File: src/rtl/pc_next_unit_if.sv
// Fetch-side bus of the PC unit: decoder/branch controls in, fetch PC and trap status out.
// PC_RETIRE_CNT_EN adds the retire_cnt observation signal.
interface pc_next_unit_if;
    logic        stall;
    logic        branch_taken;
    logic        jump;
    logic        jalr;
    logic [31:0] imm;
    logic [31:0] rs1_data;
    logic [31:0] pc;
    logic [31:0] pc_plus4;
    logic        pc_valid;
    logic        misalign_exc;
    logic [31:0] mepc;
`ifdef PC_RETIRE_CNT_EN
    logic [63:0] retire_cnt;
`endif

    modport master (
        output stall, branch_taken, jump, jalr, imm, rs1_data,
`ifdef PC_RETIRE_CNT_EN
        input  retire_cnt,
`endif
        input  pc, pc_plus4, pc_valid, misalign_exc, mepc
    );

    modport slave (
        input  stall, branch_taken, jump, jalr, imm, rs1_data,
`ifdef PC_RETIRE_CNT_EN
        output retire_cnt,
`endif
        output pc, pc_plus4, pc_valid, misalign_exc, mepc
    );
endinterface

File: src/rtl/pc_next_unit.sv
// PC register and next-PC select for the single-cycle RV32I core, with misaligned-target trap.
// Optional retired-instruction counter enabled by defining PC_RETIRE_CNT_EN.
module pc_next_unit #(
    parameter logic [31:0] RESET_PC = 32'h0000_0000,
    parameter logic [31:0] TRAP_VEC = 32'h0000_0100
) (
    input logic          clk,
    input logic          rst_n,
    pc_next_unit_if.slave bus
);
    typedef enum logic [1:0] {BOOT, RUN, TRAP} state_t;

    state_t      state, state_nxt;
    logic [31:0] pc_q, pc_nxt;
    logic [31:0] mepc_q, mepc_nxt;
    logic [31:0] br_tgt, jalr_tgt, seq_pc, sel_tgt;
    logic        redirect, misaligned;

    assign br_tgt   = pc_q + bus.imm;
    assign jalr_tgt = (bus.rs1_data + bus.imm) & ~32'h1;
    assign seq_pc   = pc_q + 32'd4;
    assign redirect = bus.jalr | bus.jump | bus.branch_taken;

    always_comb begin
        sel_tgt = seq_pc;
        if (bus.jalr)
            sel_tgt = jalr_tgt;
        else if (bus.jump || bus.branch_taken)
            sel_tgt = br_tgt;
    end

    // Sequential fall-through is always word aligned, so only redirects can fault.
    assign misaligned = redirect && (sel_tgt[1:0] != 2'b00);

    always_comb begin
        state_nxt = state;
        pc_nxt    = pc_q;
        mepc_nxt  = mepc_q;
        case (state)
            BOOT: state_nxt = RUN;
            RUN: begin
                if (!bus.stall) begin
                    if (misaligned) begin
                        mepc_nxt  = pc_q;
                        pc_nxt    = TRAP_VEC;
                        state_nxt = TRAP;
                    end else begin
                        pc_nxt = sel_tgt;
                    end
                end
            end
            TRAP:    state_nxt = RUN;
            default: state_nxt = BOOT;
        endcase
    end

    always_ff @(posedge clk or negedge rst_n) begin
        if (!rst_n) begin
            state  <= BOOT;
            pc_q   <= RESET_PC;
            mepc_q <= 32'h0;
        end else begin
            state  <= state_nxt;
            pc_q   <= pc_nxt;
            mepc_q <= mepc_nxt;
        end
    end

    assign bus.pc           = pc_q;
    assign bus.pc_plus4     = seq_pc;
    assign bus.pc_valid     = (state == RUN);
    assign bus.misalign_exc = (state == TRAP);
    assign bus.mepc         = mepc_q;

`ifdef PC_RETIRE_CNT_EN
    logic [63:0] retire_q;

    // The faulting instruction still counts as retired.
    always_ff @(posedge clk or negedge rst_n) begin
        if (!rst_n)
            retire_q <= 64'h0;
        else if (state == RUN && !bus.stall)
            retire_q <= retire_q + 64'd1;
    end

    assign bus.retire_cnt = retire_q;
`endif
endmodule

File: src/flat_wrapper.sv
// flat-port wrapper written by rule: the top's interface ports become plain ports
module pc_next_unit_flat 
#(
    parameter logic [31:0] RESET_PC = 32'h0000_0000,
    parameter logic [31:0] TRAP_VEC = 32'h0000_0100
)
  (clk, rst_n, bus_stall, bus_branch_taken, bus_jump, bus_jalr, bus_imm, bus_rs1_data, bus_pc, bus_pc_plus4, bus_pc_valid, bus_misalign_exc, bus_mepc);
  pc_next_unit_if bus_i ();
  input logic clk;
  input logic rst_n;
  input wire logic [$bits(bus_i.stall)-1:0] bus_stall;
  input wire logic [$bits(bus_i.branch_taken)-1:0] bus_branch_taken;
  input wire logic [$bits(bus_i.jump)-1:0] bus_jump;
  input wire logic [$bits(bus_i.jalr)-1:0] bus_jalr;
  input wire logic [$bits(bus_i.imm)-1:0] bus_imm;
  input wire logic [$bits(bus_i.rs1_data)-1:0] bus_rs1_data;
  output wire logic [$bits(bus_i.pc)-1:0] bus_pc;
  output wire logic [$bits(bus_i.pc_plus4)-1:0] bus_pc_plus4;
  output wire logic [$bits(bus_i.pc_valid)-1:0] bus_pc_valid;
  output wire logic [$bits(bus_i.misalign_exc)-1:0] bus_misalign_exc;
  output wire logic [$bits(bus_i.mepc)-1:0] bus_mepc;
  assign bus_i.stall = bus_stall;
  assign bus_i.branch_taken = bus_branch_taken;
  assign bus_i.jump = bus_jump;
  assign bus_i.jalr = bus_jalr;
  assign bus_i.imm = bus_imm;
  assign bus_i.rs1_data = bus_rs1_data;
  assign bus_pc = bus_i.pc;
  assign bus_pc_plus4 = bus_i.pc_plus4;
  assign bus_pc_valid = bus_i.pc_valid;
  assign bus_misalign_exc = bus_i.misalign_exc;
  assign bus_mepc = bus_i.mepc;
  pc_next_unit #(.RESET_PC(RESET_PC), .TRAP_VEC(TRAP_VEC)) u_core (.clk(clk), .rst_n(rst_n), .bus(bus_i));
endmodule
File: config.mk
export PLATFORM = sky130hd
export DESIGN_NAME = pc_next_unit_flat
export DESIGN_NICKNAME = d
export VERILOG_FILES = /design/src/rtl/pc_next_unit_if.sv /design/src/rtl/pc_next_unit.sv /design/src/flat_wrapper.sv
export SDC_FILE = /design/constraint.sdc
export NUM_CORES = 1
export LEC_CHECK = 0
export ABC_AREA = 1
export BUFFER_PORTS_ARGS = -buffer_cell sky130_fd_sc_hd__buf_2
export CORE_ASPECT_RATIO = 1.75
export CORE_UTILIZATION = 50
export DETAILED_ROUTE_END_ITERATION = 6
export GPL_TIMING_DRIVEN = 0
export HOLD_SLACK_MARGIN = 0.1
export PLACE_DENSITY = 0.85
export SYNTH_ARGS = -nofsm -noshare
export SYNTH_HDL_FRONTEND = slang
export SYNTH_SLANG_ARGS = --single-unit
File: constraint.sdc
create_clock -name clk -period 2.4 [get_ports clk]
set_clock_uncertainty 0.2 [all_clocks]
set_input_delay 0.36 -clock clk [delete_from_list [all_inputs] [get_ports clk]]
set_output_delay 0.36 -clock clk [all_outputs]
set_load 0.1 [all_outputs]
==> results of run 1 <==
cell usage after synthesis:
| cell | number |
|---|---|
| sky130_fd_sc_hd__nand3b_1 | 7 |
| sky130_fd_sc_hd__o21ai_1 | 6 |
| sky130_fd_sc_hd__a21boi_0 | 1 |
| sky130_fd_sc_hd__o21ai_0 | 60 |
| sky130_fd_sc_hd__a21o_1 | 3 |
| sky130_fd_sc_hd__xor2_1 | 19 |
| sky130_fd_sc_hd__clkbuf_1 | 15 |
| sky130_fd_sc_hd__buf_2 | 1 |
| sky130_fd_sc_hd__inv_1 | 241 |
| sky130_fd_sc_hd__nand3_2 | 3 |
| sky130_fd_sc_hd__nand4_1 | 16 |
| sky130_fd_sc_hd__inv_2 | 5 |
| sky130_fd_sc_hd__o22ai_1 | 4 |
| sky130_fd_sc_hd__nand3_1 | 116 |
| sky130_fd_sc_hd__nor2_2 | 3 |
| sky130_fd_sc_hd__xor2_2 | 1 |
| sky130_fd_sc_hd__nand2_2 | 4 |
| sky130_fd_sc_hd__a221oi_1 | 1 |
| sky130_fd_sc_hd__nand2_1 | 547 |
| sky130_fd_sc_hd__nor3_1 | 22 |
| sky130_fd_sc_hd__o211ai_1 | 2 |
| sky130_fd_sc_hd__and3_1 | 1 |
| sky130_fd_sc_hd__ha_1 | 62 |
| sky130_fd_sc_hd__nor3_2 | 2 |
| sky130_fd_sc_hd__nor2_1 | 121 |
| sky130_fd_sc_hd__o21bai_1 | 11 |
| sky130_fd_sc_hd__xnor2_1 | 10 |
| sky130_fd_sc_hd__o2111ai_1 | 2 |
| sky130_fd_sc_hd__or2_2 | 3 |
| sky130_fd_sc_hd__o21a_1 | 2 |
| sky130_fd_sc_hd__and2_1 | 5 |
| sky130_fd_sc_hd__nor3b_1 | 1 |
| sky130_fd_sc_hd__fa_1 | 2 |
| sky130_fd_sc_hd__nor4_1 | 4 |
| sky130_fd_sc_hd__buf_4 | 8 |
| sky130_fd_sc_hd__dfrtp_1 | 66 |
| sky130_fd_sc_hd__nor2_4 | 3 |
| sky130_fd_sc_hd__nor3_4 | 1 |
| sky130_fd_sc_hd__a21oi_1 | 79 |
per-stage QoR:
step	std cells	TNS [ns]
2_1_floorplan	1460	-19.89
3_3_place_gp	1815	-16.67
3_5_place_dp	1815	-20.68
4_1_cts	1904	-4.535
layer usage:
layer,global-route usage (%),GRT overflow
met1,78.03,6
met2,98.31,104
met3,65.20,4
met4,85.29,69
met5,31.69,2
what timing repair did:
item	CTS
resized for setup	247
gates cloned	0
buffers inserted	79
endpoints found under the setup margin	88
hold endpoints to repair	1
hold buffers	1
pin swaps	40
logic make-up after synthesis:
logic type / share of synthesized area (%)
flops: 19.93
compound gates: 11.10
buf+inv: 12.61
fa+ha+maj: 9.846
xor+xnor: 3.262
simple gates: 43.25
==> out/metrics.sh, run 1 <==
OUTCOME='did not finish'
FLOW.STOPPED_AT='global routing'
FIRST-ERROR='[ERROR GRT-0232] Routing congestion too high. Check the congestion heatmap in the GUI.'
SEQ_AREA_FRAC_SYNTH_PCT=19.93
CTS.SINKS=66
GR-TOTAL-OVERFLOW=185
YOSYSWARNINGS=0
WORST_ENDPOINT='bus_pc_plus4[24]'
CELLS_AFTER_SYNTHESIS=1460
GPL.FINAL_WEIGHTED_CONGESTION=0.9801
NUMBER_OF_BUFFERS_INSERTED_DURING_CLOCK_TREE_SYNTHESIS=9
DIE_H_UM=172.3
POST_SYNTH_NUM_CELL_TYPES=39
DPL_WORST_SLACK_NS=-0.7764
GRT_START_MAX_NET_PINS=67
GLOBALROUTETOTALUTIL_PCT=80.75
PIN_TYPE_AT_THE_END_OF_THE_WORST_PATH='output port'
CLOCK_PATH_BUFFERS=2
AVGSYNTHCELLAREA_UM2=5.675
MAPPEDNETLISTNETS=1594
YOSYS-TOP-CELLS-AREA='sky130_fd_sc_hd__nand2_1 25%, sky130_fd_sc_hd__dfrtp_1 20%, sky130_fd_sc_hd__inv_1 11%'
DIE_WIDTH_UM=99.31
POST_DP_CELL_AREA_UM2=9741
SYN-CELL-AREA_UM2=8285
HPWL_UM=27560
IOS=168
SYNTH_TOP_AREA_SHARE_PCT=24.78
START_UTIL_PCT=51.69
SYNTH_SEQ_CELLS=66
FLOORPLAN.ROWS=61
PORT_BUFFERS=166
CLOCKROOTBUFFER='sky130_fd_sc_hd__clkbuf_16'
CTSHTREEMAXLEVEL=3
YOSYSTOPAREACELL='sky130_fd_sc_hd__nand2_1'
==> run 2, diff against run 1 <==
--- a/config.mk
+++ b/config.mk
@@ -7,12 +7,10 @@
 export LEC_CHECK = 0
 export ABC_AREA = 1
 export BUFFER_PORTS_ARGS = -buffer_cell sky130_fd_sc_hd__buf_2
-export CORE_ASPECT_RATIO = 1.75
-export CORE_UTILIZATION = 50
+export CORE_UTILIZATION = 35
 export DETAILED_ROUTE_END_ITERATION = 6
 export GPL_TIMING_DRIVEN = 0
-export HOLD_SLACK_MARGIN = 0.1
-export PLACE_DENSITY = 0.85
+export PLACE_DENSITY_LB_ADDON = 0.15
 export SYNTH_ARGS = -nofsm -noshare
 export SYNTH_HDL_FRONTEND = slang
 export SYNTH_SLANG_ARGS = --single-unit
==> run 2 against run 1 <==
Compared with the run above: the flow now finishes, with violations (DRC, setup timing); area after synthesis did not move; synthesized cell count did not move.
==> out/metrics.sh, run 2 <==
MAPPEDNETLISTNETS=1594  # unchanged
DETAIL_ROUTE.FIRST_PASS.ITERATIONS=7
SETUP_REPAIR_AFTER_GLOBAL_ROUTING_MISSED_ITS_MARGIN='true'
TIMING_MAX_TRANSITION_VIOLATIONS_FINAL=0
FINAL.SETUP.WORST_SLACK_NS=-0.3146
CORE_OCCUPANCY_IN_THE_FINISHED_LAYOUT_PCT=56.59
DESIGN.DIE.AREA_UM2=24290
AVGSYNTHCELLAREA_UM2=5.675  # unchanged
P_COMB_SHARE_PCT=79.7
GPL.FINAL_WEIGHTED_CONGESTION=0.9276  # -5.4%
SWSHARE_PCT=63.20
YS.FLOP_TYPE='sky130_fd_sc_hd__dfrtp_1'
AREAGROWTHSYNTHTOFINISH_PCT=56.51
CLOCKROOTBUFFER='sky130_fd_sc_hd__clkbuf_16'
FINAL_COMMON_CELL='sky130_fd_sc_hd__nand2_1'
GLOBALROUTETOTALUTIL_PCT=28.82
DIE_WIDTH_UM=155.9  # +57%
IOS=168  # unchanged
WIRE_LENGTH_OF_THE_FIRST_GLOBAL_ROUTING_PASS_UM=52810
NUMBER_OF_GLOBAL_ROUTE_VIAS_BEFORE_REPAIR=9724
FINALWIRELENGTH_UM=36530
HPWL_UM=28040  # +1.8%
FIRST_ITER_VIOLATIONS=424
IRDROPWORSTVDD_mV=0.9670
CRITPATHREQUIREDTIME_NS=1.84
NUMBER_OF_REMAINING_DRC_ERRORS=2
CORE-AREA_UM2=22920
SYNTH_EDF_COUNT=0  # unchanged
SYNTH_COMMONEST_CELLS='547 x sky130_fd_sc_hd__nand2_1, 241 x sky130_fd_sc_hd__inv_1, 121 x sky130_fd_sc_hd__nor2_1'
GR-TOTAL-OVERFLOW=0
START_UTIL_PCT=36.16  # -16 points
WORST_PIN_SLEW_NS=0.8766
CLOCK_PATH_BUFFERS=2  # unchanged
TOTAL_LEAKAGE_POWER_nW=6.688
TOTALNEGATIVESETUPSLACK_NS=-6.603
CLK_LATENCY_NS=0.34
CTSHTREEMAXLEVEL=3  # unchanged
FINAL_MIN_PERIOD_OVER_CLOCK_PERIOD_PCT=113.1
TIMING.HOLD.WORST.CLASS='in -> reg'
MAXSLEWHEADROOM_PCT=41.56
YOSYSMOSTFREQUENTCELL='sky130_fd_sc_hd__nand2_1'
LAYOUT_MIN_CYCLE_TIME_NS=2.715
GRT_START_MAX_NET_PINS=67
SYN-CELL-AREA_UM2=8285  # unchanged
ANTENNA_CELLS=0
REPORT.FINAL.SETUP_VIOL=45
LAYOUT_CELLS_SIZED_ABOVE_1_PCT=36.02
CRITICAL_PATH.STARTPOINT_TYPE='register'
CTS.SINKS=66  # unchanged
SYNTH_SEQ_CELLS=66  # unchanged
CRIT_PATH_END_KIND='output port'
SEQ_AREA_FRAC_SYNTH_PCT=19.93  # unchanged
HOLD_SLACK_NS=0.1017
AVGVIACOUNTPERCELL=5.029
ANTENNA_FOUND_INITIAL=0
YOSYSTOPAREACELL='sky130_fd_sc_hd__nand2_1'
PORT_BUFFERS=166  # unchanged
CRITPATHMAXFANOUT=5
POST_DETAILED_ROUTE_WIRELENGTH_PER_CELL_UM=17.69
INTPOWER_mW=6.243
DESIGN.FINAL.NETS=1881
CRITICAL_PATH_DATA_ARRIVAL_TIME_NS=2.15
ANTENNA_NETS_POST_ROUTE=0
P_TOTAL_mW=16.96
VIA_COUNT=10390
YOSYS-TOP-CELLS-AREA='sky130_fd_sc_hd__nand2_1 25%, sky130_fd_sc_hd__dfrtp_1 20%, sky130_fd_sc_hd__inv_1 11%'
CLKSLEWWORSTSETUPHOLDPATHS_NS=0.05
CRITICAL_PATH_CLASS='reg -> out'
OUTCOME='finished with violations'
POST_DP_CELL_AREA_UM2=9898  # +1.6%
COUNT_OF_FILLER_CELLS_INSERTED_IN_THE_LAYOUT=2185
NUMBER_OF_BUFFERS_INSERTED_DURING_CLOCK_TREE_SYNTHESIS=9  # unchanged
CELLS_AFTER_SYNTHESIS=1460  # unchanged
DIE_H_UM=155.9  # -9.5%
SHARE_OF_POWER_BURNED_IN_REGISTERS_PCT=13.0
TIMING.FMAX_MHz=368.4
SYNTH-ASYNC-RESET-RATIO_PCT=100.0  # unchanged
PWR-SHARE-CLK_PCT=7.3
FINALHOLDVIOLATIONS=0
POST_SYNTH_NUM_CELL_TYPES=39  # unchanged
FINAL_CELL_AREA_UM2=12970
SYNTH_TOP_AREA_SHARE_PCT=24.78  # unchanged
MAX_CAP_VIOL_COUNT=0
FLOORPLAN.ROWS=55  # -9.8%
TRITONCTS='built'
SWITCHING_POWER_mW=10.72
POWER_DENSITY_nW_PER_UM2=1308
YOSYSWARNINGS=0  # unchanged
FAILED_CHECKS='DRC, setup timing'
FINAL_CELL_MIX='449 x sky130_fd_sc_hd__nand2_1, 215 x sky130_fd_sc_hd__inv_1, 139 x sky130_fd_sc_hd__buf_2'
[run 2: cell counts after synthesis]
Identical to the previous run, type by type.
[run 2: logic make-up (layout without fill, tap and decap cells)]
kind of cell	count (synthesis)	after routing	share of synthesized area, %
xor+xnor	30	30	3.262
simple gates	859	860	43.25
compound gates	171	171	11.10
flops	66	66	19.93
buf+inv	270	561	12.61
fa+ha+maj	64	64	9.846
[run 2: final cells by class]
class                   count  area, um^2  share of cell area (%)
flip-flops and latches     66        1699                   13.10
plain buffers              24       203.9                   1.573
clock buffers              13       260.3                   2.007
well taps                 313       391.6                   3.020
clock inverters             3       15.01                  0.1158
inverters                 246        1021                   7.873
multi-input cells        1125        7132                   55.00
repair buffers            275        2245                   17.31
[run 2: path summary, 6_finish.rpt]
check,from,to,slack [ns],cells after the start
setup / recovery,u_core.bus.pc[2],bus_pc_plus4[24],-0.31,11
hold / removal,bus_stall,u_core.state[0],0.10,3
setup reg to reg,u_core.bus.pc[0],u_core.bus.pc[5],-0.12,11
hold reg to reg,u_core.state[0],u_core.state[0],0.26,1
max in group asynchronous,rst_n,u_core.bus.pc[10],0.86,2
min in group asynchronous,rst_n,u_core.bus.mepc[0],0.48,2
[run 2: layer usage]
layer	track usage (%)	share of wire (%)	wire length, um
met5	0	0	0
met4	9.197	3.1	1148
met3	2.333	5.0	1834
met2	49.04	47	17170
met1	38.47	45	16380
[run 2: worst max-delay path, cell delays in order (launching register included)]
cell	delay, ns
sky130_fd_sc_hd__dfrtp_4	0.45
sky130_fd_sc_hd__ha_4	0.16
sky130_fd_sc_hd__nand3_4	0.10
sky130_fd_sc_hd__nor2_4	0.13
sky130_fd_sc_hd__nand2_4	0.10
sky130_fd_sc_hd__nor2_4	0.23
sky130_fd_sc_hd__nand2_4	0.12
sky130_fd_sc_hd__nor2_2	0.09
sky130_fd_sc_hd__nand2_1	0.07
sky130_fd_sc_hd__nand2_2	0.10
sky130_fd_sc_hd__clkinvlp_4	0.10
sky130_fd_sc_hd__buf_12	0.17
[run 2: repair_timing]
action	CTS	global route
setup buffers	74	36
pin swaps	44	83
hold buffers	1	0
gates resized for setup	252	269
gates cloned	2	6
hold endpoints to repair	66	0
setup endpoints to repair	89	89
[run 2: power groups by stage]
stage	clock (mW)	sequential, mW	combinational (mW)
2_1_floorplan	0	5.29	5.25
3_3_place_gp	0	2.29	10.3
3_5_place_dp	0	2.30	10.3
4_1_cts	1.24	2.19	12.0
5_1_grt	1.29	2.26	14.2
6_report	1.23	2.21	13.5
[run 2: through the flow]
stage	cells	worst slack, ns
3_3_place_gp	1939	-0.7622
4_1_cts	2029	-0.3158
5_1_grt	2065	-0.3864
6_report	2065	-0.3146
3_5_place_dp	1939	-0.7737
2_1_floorplan	1460	-0.8105
Note: power is estimated with default switching activity, not from simulation.
